### src/rtl/mc_ctrl.sv
//------------------------------------------------------------------------------
// mc_ctrl : multi-cycle MIPS-subset control FSM (fetch/decode/exec/mem/wb).
// Optional: define MC_CTRL_XOR_EN to accept R-type funct 100110 as XOR.
// Revision: 1.0
//------------------------------------------------------------------------------
`default_nettype none

module mc_ctrl (
   input  logic        clk,
   input  logic        reset_n,
   input  logic [31:0] instr,
   input  logic        zero,
   input  logic        mem_ready,
   output logic [2:0]  alu_op,
   output logic        alu_src_a,
   output logic [2:0]  alu_src_b,
   output logic        pc_write,
   output logic        ir_write,
   output logic        tgt_write,
   output logic        reg_write,
   output logic        mem_req,
   output logic        mem_we,
   output logic [1:0]  pc_src,
   output logic        reg_dst,
   output logic        wb_sel,
   output logic [3:0]  state,
   output logic        illegal
);

   typedef enum logic [3:0] {
      S_FETCH   = 4'd0,
      S_DECODE  = 4'd1,
      S_EXEC_R  = 4'd2,
      S_EXEC_I  = 4'd3,
      S_ADDR    = 4'd4,
      S_MEM_RD  = 4'd5,
      S_MEM_WR  = 4'd6,
      S_WB_MEM  = 4'd7,
      S_WB_R    = 4'd8,
      S_WB_I    = 4'd9,
      S_BRANCH  = 4'd10,
      S_JUMP    = 4'd11,
      S_ILLEGAL = 4'd12
   } state_t;

   localparam logic [2:0] C_OP_ADDU = 3'b000;
   localparam logic [2:0] C_OP_SUBU = 3'b001;
   localparam logic [2:0] C_OP_AND  = 3'b010;
   localparam logic [2:0] C_OP_OR   = 3'b011;
   localparam logic [2:0] C_OP_LUI  = 3'b100;
`ifdef MC_CTRL_XOR_EN
   localparam logic [2:0] C_OP_XOR  = 3'b101;
`endif

   state_t      r_state;
   logic        r_illegal;
   logic [2:0]  r_op;
   logic        r_store;

   logic [5:0]  w_opcode;
   logic [5:0]  w_funct;
   logic        w_r_legal;
   logic [2:0]  w_r_op;
   state_t      w_dec_next;
   logic [2:0]  w_dec_op;
   logic        w_unused;

   assign w_opcode = instr[31:26];
   assign w_funct  = instr[5:0];
   assign w_unused = ^instr[25:6];

   always_comb begin
      w_r_legal = 1'b1;
      w_r_op    = C_OP_ADDU;
      case (w_funct)
         6'b100001: w_r_op = C_OP_ADDU;
         6'b100011: w_r_op = C_OP_SUBU;
         6'b100100: w_r_op = C_OP_AND;
         6'b100101: w_r_op = C_OP_OR;
`ifdef MC_CTRL_XOR_EN
         6'b100110: w_r_op = C_OP_XOR;
`endif
         default:   w_r_legal = 1'b0;
      endcase
   end

   always_comb begin
      w_dec_next = S_ILLEGAL;
      w_dec_op   = C_OP_ADDU;
      case (w_opcode)
         6'b000000: begin
            w_dec_next = w_r_legal ? S_EXEC_R : S_ILLEGAL;
            w_dec_op   = w_r_op;
         end
         6'b001101: begin
            w_dec_next = S_EXEC_I;
            w_dec_op   = C_OP_OR;
         end
         6'b001111: begin
            w_dec_next = S_EXEC_I;
            w_dec_op   = C_OP_LUI;
         end
         6'b100011, 6'b101011: w_dec_next = S_ADDR;
         6'b000100:            w_dec_next = S_BRANCH;
         6'b000010:            w_dec_next = S_JUMP;
         default:              w_dec_next = S_ILLEGAL;
      endcase
   end

   // The ALU op is captured at decode so later states never look at instr.
   always_ff @(posedge clk or negedge reset_n) begin
      if (!reset_n) begin
         r_state   <= S_FETCH;
         r_illegal <= 1'b0;
         r_op      <= C_OP_ADDU;
         r_store   <= 1'b0;
      end else begin
         case (r_state)
            S_FETCH:   if (mem_ready) r_state <= S_DECODE;
            S_DECODE: begin
               r_state <= w_dec_next;
               r_op    <= w_dec_op;
               r_store <= (w_opcode == 6'b101011);
               if (w_dec_next == S_ILLEGAL) r_illegal <= 1'b1;
            end
            S_EXEC_R:  r_state <= S_WB_R;
            S_EXEC_I:  r_state <= S_WB_I;
            S_ADDR:    r_state <= r_store ? S_MEM_WR : S_MEM_RD;
            S_MEM_RD:  if (mem_ready) r_state <= S_WB_MEM;
            S_MEM_WR:  if (mem_ready) r_state <= S_FETCH;
            S_WB_MEM,
            S_WB_R,
            S_WB_I,
            S_BRANCH,
            S_JUMP:    r_state <= S_FETCH;
            S_ILLEGAL: r_state <= S_ILLEGAL;
            default:   r_state <= S_FETCH;
         endcase
      end
   end

   logic w_pc_write, w_ir_write, w_tgt_write, w_reg_write, w_mem_req, w_mem_we;

   // Outputs are decoded from the state register; fetch completion and the
   // branch decision must react to mem_ready/zero in the same cycle.
   always_comb begin
      alu_op      = C_OP_ADDU;
      alu_src_a   = 1'b0;
      alu_src_b   = 3'd0;
      pc_src      = 2'd0;
      reg_dst     = 1'b0;
      wb_sel      = 1'b0;
      w_pc_write  = 1'b0;
      w_ir_write  = 1'b0;
      w_tgt_write = 1'b0;
      w_reg_write = 1'b0;
      w_mem_req   = 1'b0;
      w_mem_we    = 1'b0;
      case (r_state)
         S_FETCH: begin
            w_mem_req  = 1'b1;
            alu_src_b  = 3'd1;
            w_ir_write = mem_ready;
            w_pc_write = mem_ready;
         end
         S_DECODE: begin
            alu_src_b   = 3'd4;
            w_tgt_write = 1'b1;
         end
         S_EXEC_R: begin
            alu_src_a = 1'b1;
            alu_op    = r_op;
         end
         S_EXEC_I: begin
            alu_src_a = 1'b1;
            alu_src_b = 3'd2;
            alu_op    = r_op;
         end
         S_ADDR: begin
            alu_src_a = 1'b1;
            alu_src_b = 3'd3;
         end
         S_MEM_RD:  w_mem_req = 1'b1;
         S_MEM_WR: begin
            w_mem_req = 1'b1;
            w_mem_we  = 1'b1;
         end
         S_WB_MEM: begin
            w_reg_write = 1'b1;
            wb_sel      = 1'b1;
         end
         S_WB_R: begin
            w_reg_write = 1'b1;
            reg_dst     = 1'b1;
         end
         S_WB_I: begin
            w_reg_write = 1'b1;
            alu_src_b   = 3'd2;
            alu_op      = r_op;
         end
         S_BRANCH: begin
            alu_src_a  = 1'b1;
            alu_op     = C_OP_SUBU;
            pc_src     = 2'd1;
            w_pc_write = zero;
         end
         S_JUMP: begin
            w_pc_write = 1'b1;
            pc_src     = 2'd2;
         end
         default: ;
      endcase
   end

   assign pc_write  = reset_n & w_pc_write;
   assign ir_write  = reset_n & w_ir_write;
   assign tgt_write = reset_n & w_tgt_write;
   assign reg_write = reset_n & w_reg_write;
   assign mem_req   = reset_n & w_mem_req;
   assign mem_we    = reset_n & w_mem_we;
   assign state     = r_state;
   assign illegal   = r_illegal;

endmodule

`default_nettype wire
### config.mk
export PLATFORM = sky130hd
export DESIGN_NAME = mc_ctrl
export DESIGN_NICKNAME = d
export VERILOG_FILES = /design/src/rtl/mc_ctrl.sv
export SDC_FILE = /design/constraint.sdc
export NUM_CORES = 1
export LEC_CHECK = 0
export CAP_MARGIN = 10
export CORE_ASPECT_RATIO = 1.1
export CORE_MARGIN = 2
export CORE_UTILIZATION = 28
export DETAILED_ROUTE_END_ITERATION = 8
export GPL_TIMING_DRIVEN = 0
export PLACE_DENSITY = 0.62
export SLEW_MARGIN = 20
export SYNTH_ARGS = -nofsm -noshare
export SYNTH_HDL_FRONTEND = slang
export SYNTH_SLANG_ARGS = --single-unit
### constraint.sdc
create_clock -name clk -period 2.65 [get_ports clk]
set_input_delay 0.3975 -clock clk [delete_from_list [all_inputs] [get_ports clk]]
set_output_delay 0.3975 -clock clk [all_outputs]
set_load 0.05 [all_outputs]
==> run metrics <==
status=finished, final reports clean; Syn-to-layout area delta=47.93%; Final min period=around 2500 ps; Achievable Freq=0.3995 GHz; Post-synth EDFFs=0; syn avg cell area=7.988 um^2; DR vias=998; final core occ=42.21%; CP Data Arrival Time=2110 ps; Startpoint Class=register; CP required=~2300 ps; Initial Util=28.53%; mux cell area share after synthesis=2.142%; syn nets=153; Final Hold Viols=0; Max FO, Critical Path=5; full die area=0.003817 mm^2; largest family of logic cells by synthesized area=simple AND/OR/NAND/NOR gates; xor-xnor portion of the synthesized cell area=under 10%; post-route insts no fill=193; DRC=0; Distinct cells, synth=50; HPWL after DPL=between 2000 and 2500 um; Reg clk slew, reported paths=60 ps; compound-cell area share of the yosys netlist=between 20% and 30%; initial antenna violation count=0; DR vias/cell=~5.2; Slew Viols, Final=0; vias in the first global route=991; worst min path class=input port to asynchronous set/reset pin; crit-path cells=and2b_1 -> mux2i_1 -> nor2_1 -> and2_1 -> clkdlybuf4s50_1; Worst path max stage delay=790 ps; Core ar.=0.003276 mm^2; nets@finish=194; Crit-path slowest cell=clkdlybuf4s50_1; largest net degree at the start of global routing=16; Overall Power=~1.4 mW; Post-Synthesis Cells=117; Root Driver=clkbuf_4; RSZ-0062 raised after global routing=false; delay-heaviest family, CP=buffers and inverters; Routed wire per std cell=12.93 um; hold buffers post-CTS=0; Worst setup EP type=output pin; final worst-path cycle share=94.47%; dpl cells=roughly 190; post-synthesis register bit count=9; Worst-Margin Slew=593.5 ps; row count=22; n_diodes=0; clock buffer depth=2; synthesized area=934.6 um^2; initial drt markers=18; DRT Pass-1 Iters=4; PD cells=1035 mW/mm^2; share of layout cells above drive strength 1=14.65%; Synth Area in Adders=0%; Post-synth top flop=dfrtp_1; final wirelength=2495 um; # Max-Cap Violations=0; synth top area cells=dfrtp_1, nor2_1, clkbuf_8; register area share after synthesis=24.10%; Yosys top cell area share=about a quarter; Synth warnings=0; clk_skew=just over 0.7 ps; die width=59.09 um; fraction of registers with async set/reset=100.0%; first-pass GRT wire length=roughly 4200 um; CP bufs+invs=1; antenna-violating nets left=0; critical path class=register to output pin; final setup fails=0; TritonCTS Buffers=3; clock tree sinks=9; total grt overflow=0; Post-Synth Simple-Gate Area=35.74%; Max VDD drop=0.2645 mV; CTS tree=built; LEAKAGE=~0.72 nW; io pins=58; Max H-tree Level=1; leading area contributor after synthesis=dfrtp_1; relative slew slack=60.43%; die extent in y=about 65 um; GRT Resource Usage Total=13.93%; clock latency on the worst-skew pair=approximately 250 ps; fillers=351; GPL Wtd Cong=0.7887; worst reg-to-reg setup slack=1160 ps; IO buf count=36
-- flip-flops by register name (all words and copies together) (netlist names) --
signal   count
illegal      1
r_op         3
r_store      1
state        4
-- kinds of logic (layout without fill, tap and decap cells) --
group                  after synthesis  after routing
AO/OA/AOI/OAI                       34             34
XOR/XNOR                             3              3
buffers and inverters               13             53
flip-flops                           9              9
multiplexers                         2              2
AND/OR/NAND/NOR                     56             56
-- cell usage in the layout, fill, tap and decap left out, types with 2 or more instances in the layout --
cell,netlist,final
clkdlybuf4s50_1,0,22
nor2_1,15,15
nand2_1,11,11
o21ai_0,10,9
dfrtp_1,9,9
dlymetal6s2s_1,0,9
inv_1,5,5
a21oi_1,5,5
dlygate4sd2_1,0,5
clkbuf_8,4,4
clkbuf_1,2,3
nand2b_1,3,3
nand3_1,3,3
o21a_1,3,3
clkbuf_4,0,3
and2b_1,2,2
mux2i_1,2,2
and2_1,2,2
and3_1,2,2
o21ai_1,1,2
o22ai_1,2,2
xor2_1,2,2
and2b_2,2,2
and4b_2,2,2
-- cell type report --
cell class	instances	area, um^2	area share (%)
Tap cell	36	45.04	3.258
Timing Repair Buffer	36	376.6	27.24
Multi-Input combinational cell	95	615.6	44.52
Buffer	8	75.07	5.430
Sequential cell	9	225.2	16.29
Inverter	5	18.77	1.357
Clock buffer	4	26.28	1.900
-- Yosys cell counts (2+ instances only) --
cell	n
o21a_1	3
and3_1	2
and2b_1	2
and2b_2	2
nand2b_1	3
clkbuf_1	2
mux2i_1	2
inv_1	5
and4b_2	2
o21ai_0	10
and2_1	2
xor2_1	2
nand2_1	11
dfrtp_1	9
o22ai_1	2
a21oi_1	5
nand3_1	3
clkbuf_8	4
nor2_1	15
-- what timing repair did --
action	CTS	global route
endpoints found under the hold margin	0	0
buffers inserted	0	0
pin swaps	0	0
gates resized for setup	5	9
endpoints found under the setup margin	8	9
-- layer usage --
metal / global-route usage [%] / share of wire (%) / vias up
met2: 24.86 / 49 / 41
met4: 5.682 / 0.68 / 0
met1: 16.12 / 43 / 456
met3: 2.196 / 7.4 / 2
met5: 0 / 0 / -
li1: - / - / 499
-- per-stage QoR --
step | instance area [um^2] | worst slack, ps | setup TNS (ps) | hold slack, ps
after floorplan | 934.6 | 82.81 | 0 | 101.9
final | 1383 | 146.6 | 0 | 252.1
after CTS | 1360 | 1.301 | 0 | 259.9
after global placement | 1340 | -203.3 | -610.1 | 468.8
after detailed placement | 1340 | -219.1 | -758.0 | 470.9
after global routing | 1383 | 14.39 | 0 | 287.3
-- where the power goes --
part	switching [mW]	internal, mW
registers	0.0387	0.194
clock network	0.0469	0.0580
logic	0.705	0.388
total	0.791	0.640
-- final timing paths --
check | cells past startpoint | end | startpoint
worst max-delay path | 5 | alu_op[1] | state[1]
worst min-delay path | 1 | state[0] | reset_n
worst max register to register | 6 | r_op[0] | state[3]
worst min register to register | 2 | r_op[1] | r_op[1]
max in group asynchronous | 1 | state[2] | reset_n
min in group clk | 3 | r_op[2] | instr[27]
-- worst register-to-register path, delay by kind of cell (launching register included) --
kind | cells | cell delay (ps)
AND/OR/NAND/NOR | 2 | 430
buffers and inverters | 2 | 330
AO/OA/AOI/OAI | 2 | 220
flip-flops | 1 | 380
(Power assumes the default switching activity.)
==> RTL change: new RTL, same flow settings <==
Build with the macro `MC_CTRL_XOR_EN` defined.
--- a/src/rtl/mc_ctrl.sv
+++ b/src/rtl/mc_ctrl.sv
@@ -6,2 +6,4 @@
 `default_nettype none
+
+`define MC_CTRL_XOR_EN
 
Function: changed (a bounded check fails within 4 cycles, from zero or initial values and one cycle with reset_n low).
==> RTL change against the original RTL <==
Critical path depth rose by 1. Clock skew grew 0.0022 ns. Utilization rose by 2.3 points. Wire length grew 0.88%. Sequential cell count unchanged. Total power rose by 3.7%. Cell area down 2.8%. Non-clock buffer count increased by 2. Highest routed layer unchanged. Area after synthesis fell by 5.2%. Worst setup slack worse by 0.0029 ns. Synthesized cell count grew 2.6%.
==> RTL change: results (changes against the original RTL) <==
relSlewSlack: 0.587  # -0.0175
place_area_um2: 1320  # -1.3%
hpwl_um: 2020  # -0.26%
startpoint: "state[3]"
h-tree-depth: 1  # unchanged
dr.pass1.iters: 4  # unchanged
preCtsSetupSlack_ns: -0.361  # -0.141 ns
async_flop_share: 1.00  # unchanged
clock_latency_ns: 0.25  # about the same
cp.arrival_ns: 2.11  # about the same
portBuffers: 37  # +2.8%
synth.area.top_cells: "dfrtp_1, a21oi_1, nor2_1"
grt_max_degree: 16  # unchanged
finalHoldViolCount: 0  # unchanged
avgSynthCellArea_um2: 7.38  # -7.6%
yosysWarnings: 0  # unchanged
place_congestion: 0.765  # -3.0%
cts.path.max_buffers: 2  # unchanged
wl_met1_um: 1080  # +1.5%
vias: 1020  # +2.2%
grt_pass1_vias: 983  # -0.81%
hold_class: "input pin to async pin"
antenna_found_initial: 0  # unchanged
grt_usage: 0.142  # +0.00259
postCtsSetupBuffers: 0  # unchanged
wl_met2_um: 1240  # +0.49%
grt_pass1_wl_um: 4160  # -1.2%
drtIter0Drc: 15  # -3
overflow: 0  # unchanged
synthTopCellsByCount: "nor2_1, a21oi_1, dfrtp_1, nand2_1, clkbuf_1"
synth_nets: 156  # +2.0%
routed_via_density: 5.23  # +1.2%
top_layer: "met4"
nets: 198  # +2.1%
route.met3.wl_um: 173  # -6.0%
yosysUniqueCellTypes: 45  # -10%
leakage_nw: 0.626  # -13%
cts.reportedPaths.clkPinSlew_ns: 0.06  # about the same
numCtsBuffers: 3  # unchanged
wire_per_inst_um: 12.9  # -0.15%
ys_seq_area_frac: 0.254  # +0.0133
diodes: 0  # unchanged
fin_skew_ns: 0.00290  # +0.00218 ns
cp_max_fo: 10  # +5
status: "finished, final reports clean"
dp_cells: 191  # +1.1%
ir_drop_mv: 0.634  # +140%
cts_root_buffer: "clkbuf_4"
layout-drive-gt1-share: 0.124  # -0.0223
largest_reg_flops: 4  # unchanged
-- RTL change: path summary, 6_finish.rpt --
| check | end | slack, ns | cells after the start |
|---|---|---|---|
| max in group asynchronous | r_op[0] | 1.99 | 1 |
| max reg2reg | state[1] | 1.06 | 5 |
| min reg2reg | illegal | 0.47 | 2 |
| min in group clk | illegal | 0.47 | 2 |
| max | tgt_write | 0.14 | 6 |
| min | state[1] | 0.27 | 1 |
-- RTL change: logic make-up (layout without fill, tap and decap cells) --
| family | count (synthesis) | in the layout | share of synthesized area |
|---|---|---|---|
| AO/OA/AOI/OAI | 36 | 36 | 0.287 |
| XOR/XNOR | 3 | 3 | 0.0297 |
| buffers and inverters | 13 | 54 | 0.0593 |
| flip-flops | 9 | 9 | 0.254 |
| multiplexers | 3 | 3 | 0.0367 |
| AND/OR/NAND/NOR | 56 | 56 | 0.333 |
-- RTL change: area by class of cell --
class | count | area [um2]
tap | 34 | 42.5
multi-input combinational | 98 | 632
clock buffer | 4 | 26.3
timing repair buffer | 37 | 364
buffer | 9 | 38.8
inverter | 4 | 15.0
fill | 324 | 1680
sequential | 9 | 225
-- RTL change: power by group --
part | internal, mW | switching, mW
registers | 0.194 | 0.0407
logic | 0.374 | 0.773
clock network | 0.0579 | 0.0450
-- RTL change: what timing repair did --
action	CTS	global route
gates resized for setup	13	11
gates cloned	0	0
endpoints found under the setup margin	12	9
hold buffers	0	0
pin swaps	0	1
-- RTL change: routing by layer --
metal  vias up  track usage
li1        520            -
met1       461        0.168
met2        37        0.254
met3         2       0.0124
met4         0       0.0610
met5         -            0
-- RTL change: critical path, stage by stage, from the launching register on --
cell and delay (ns):
dfrtp_1 0.38, clkbuf_1 0.20, or2_1 0.25, clkbuf_1 0.22, nor2_4 0.26, and2_1 0.17, clkdlybuf4s15_2 0.37
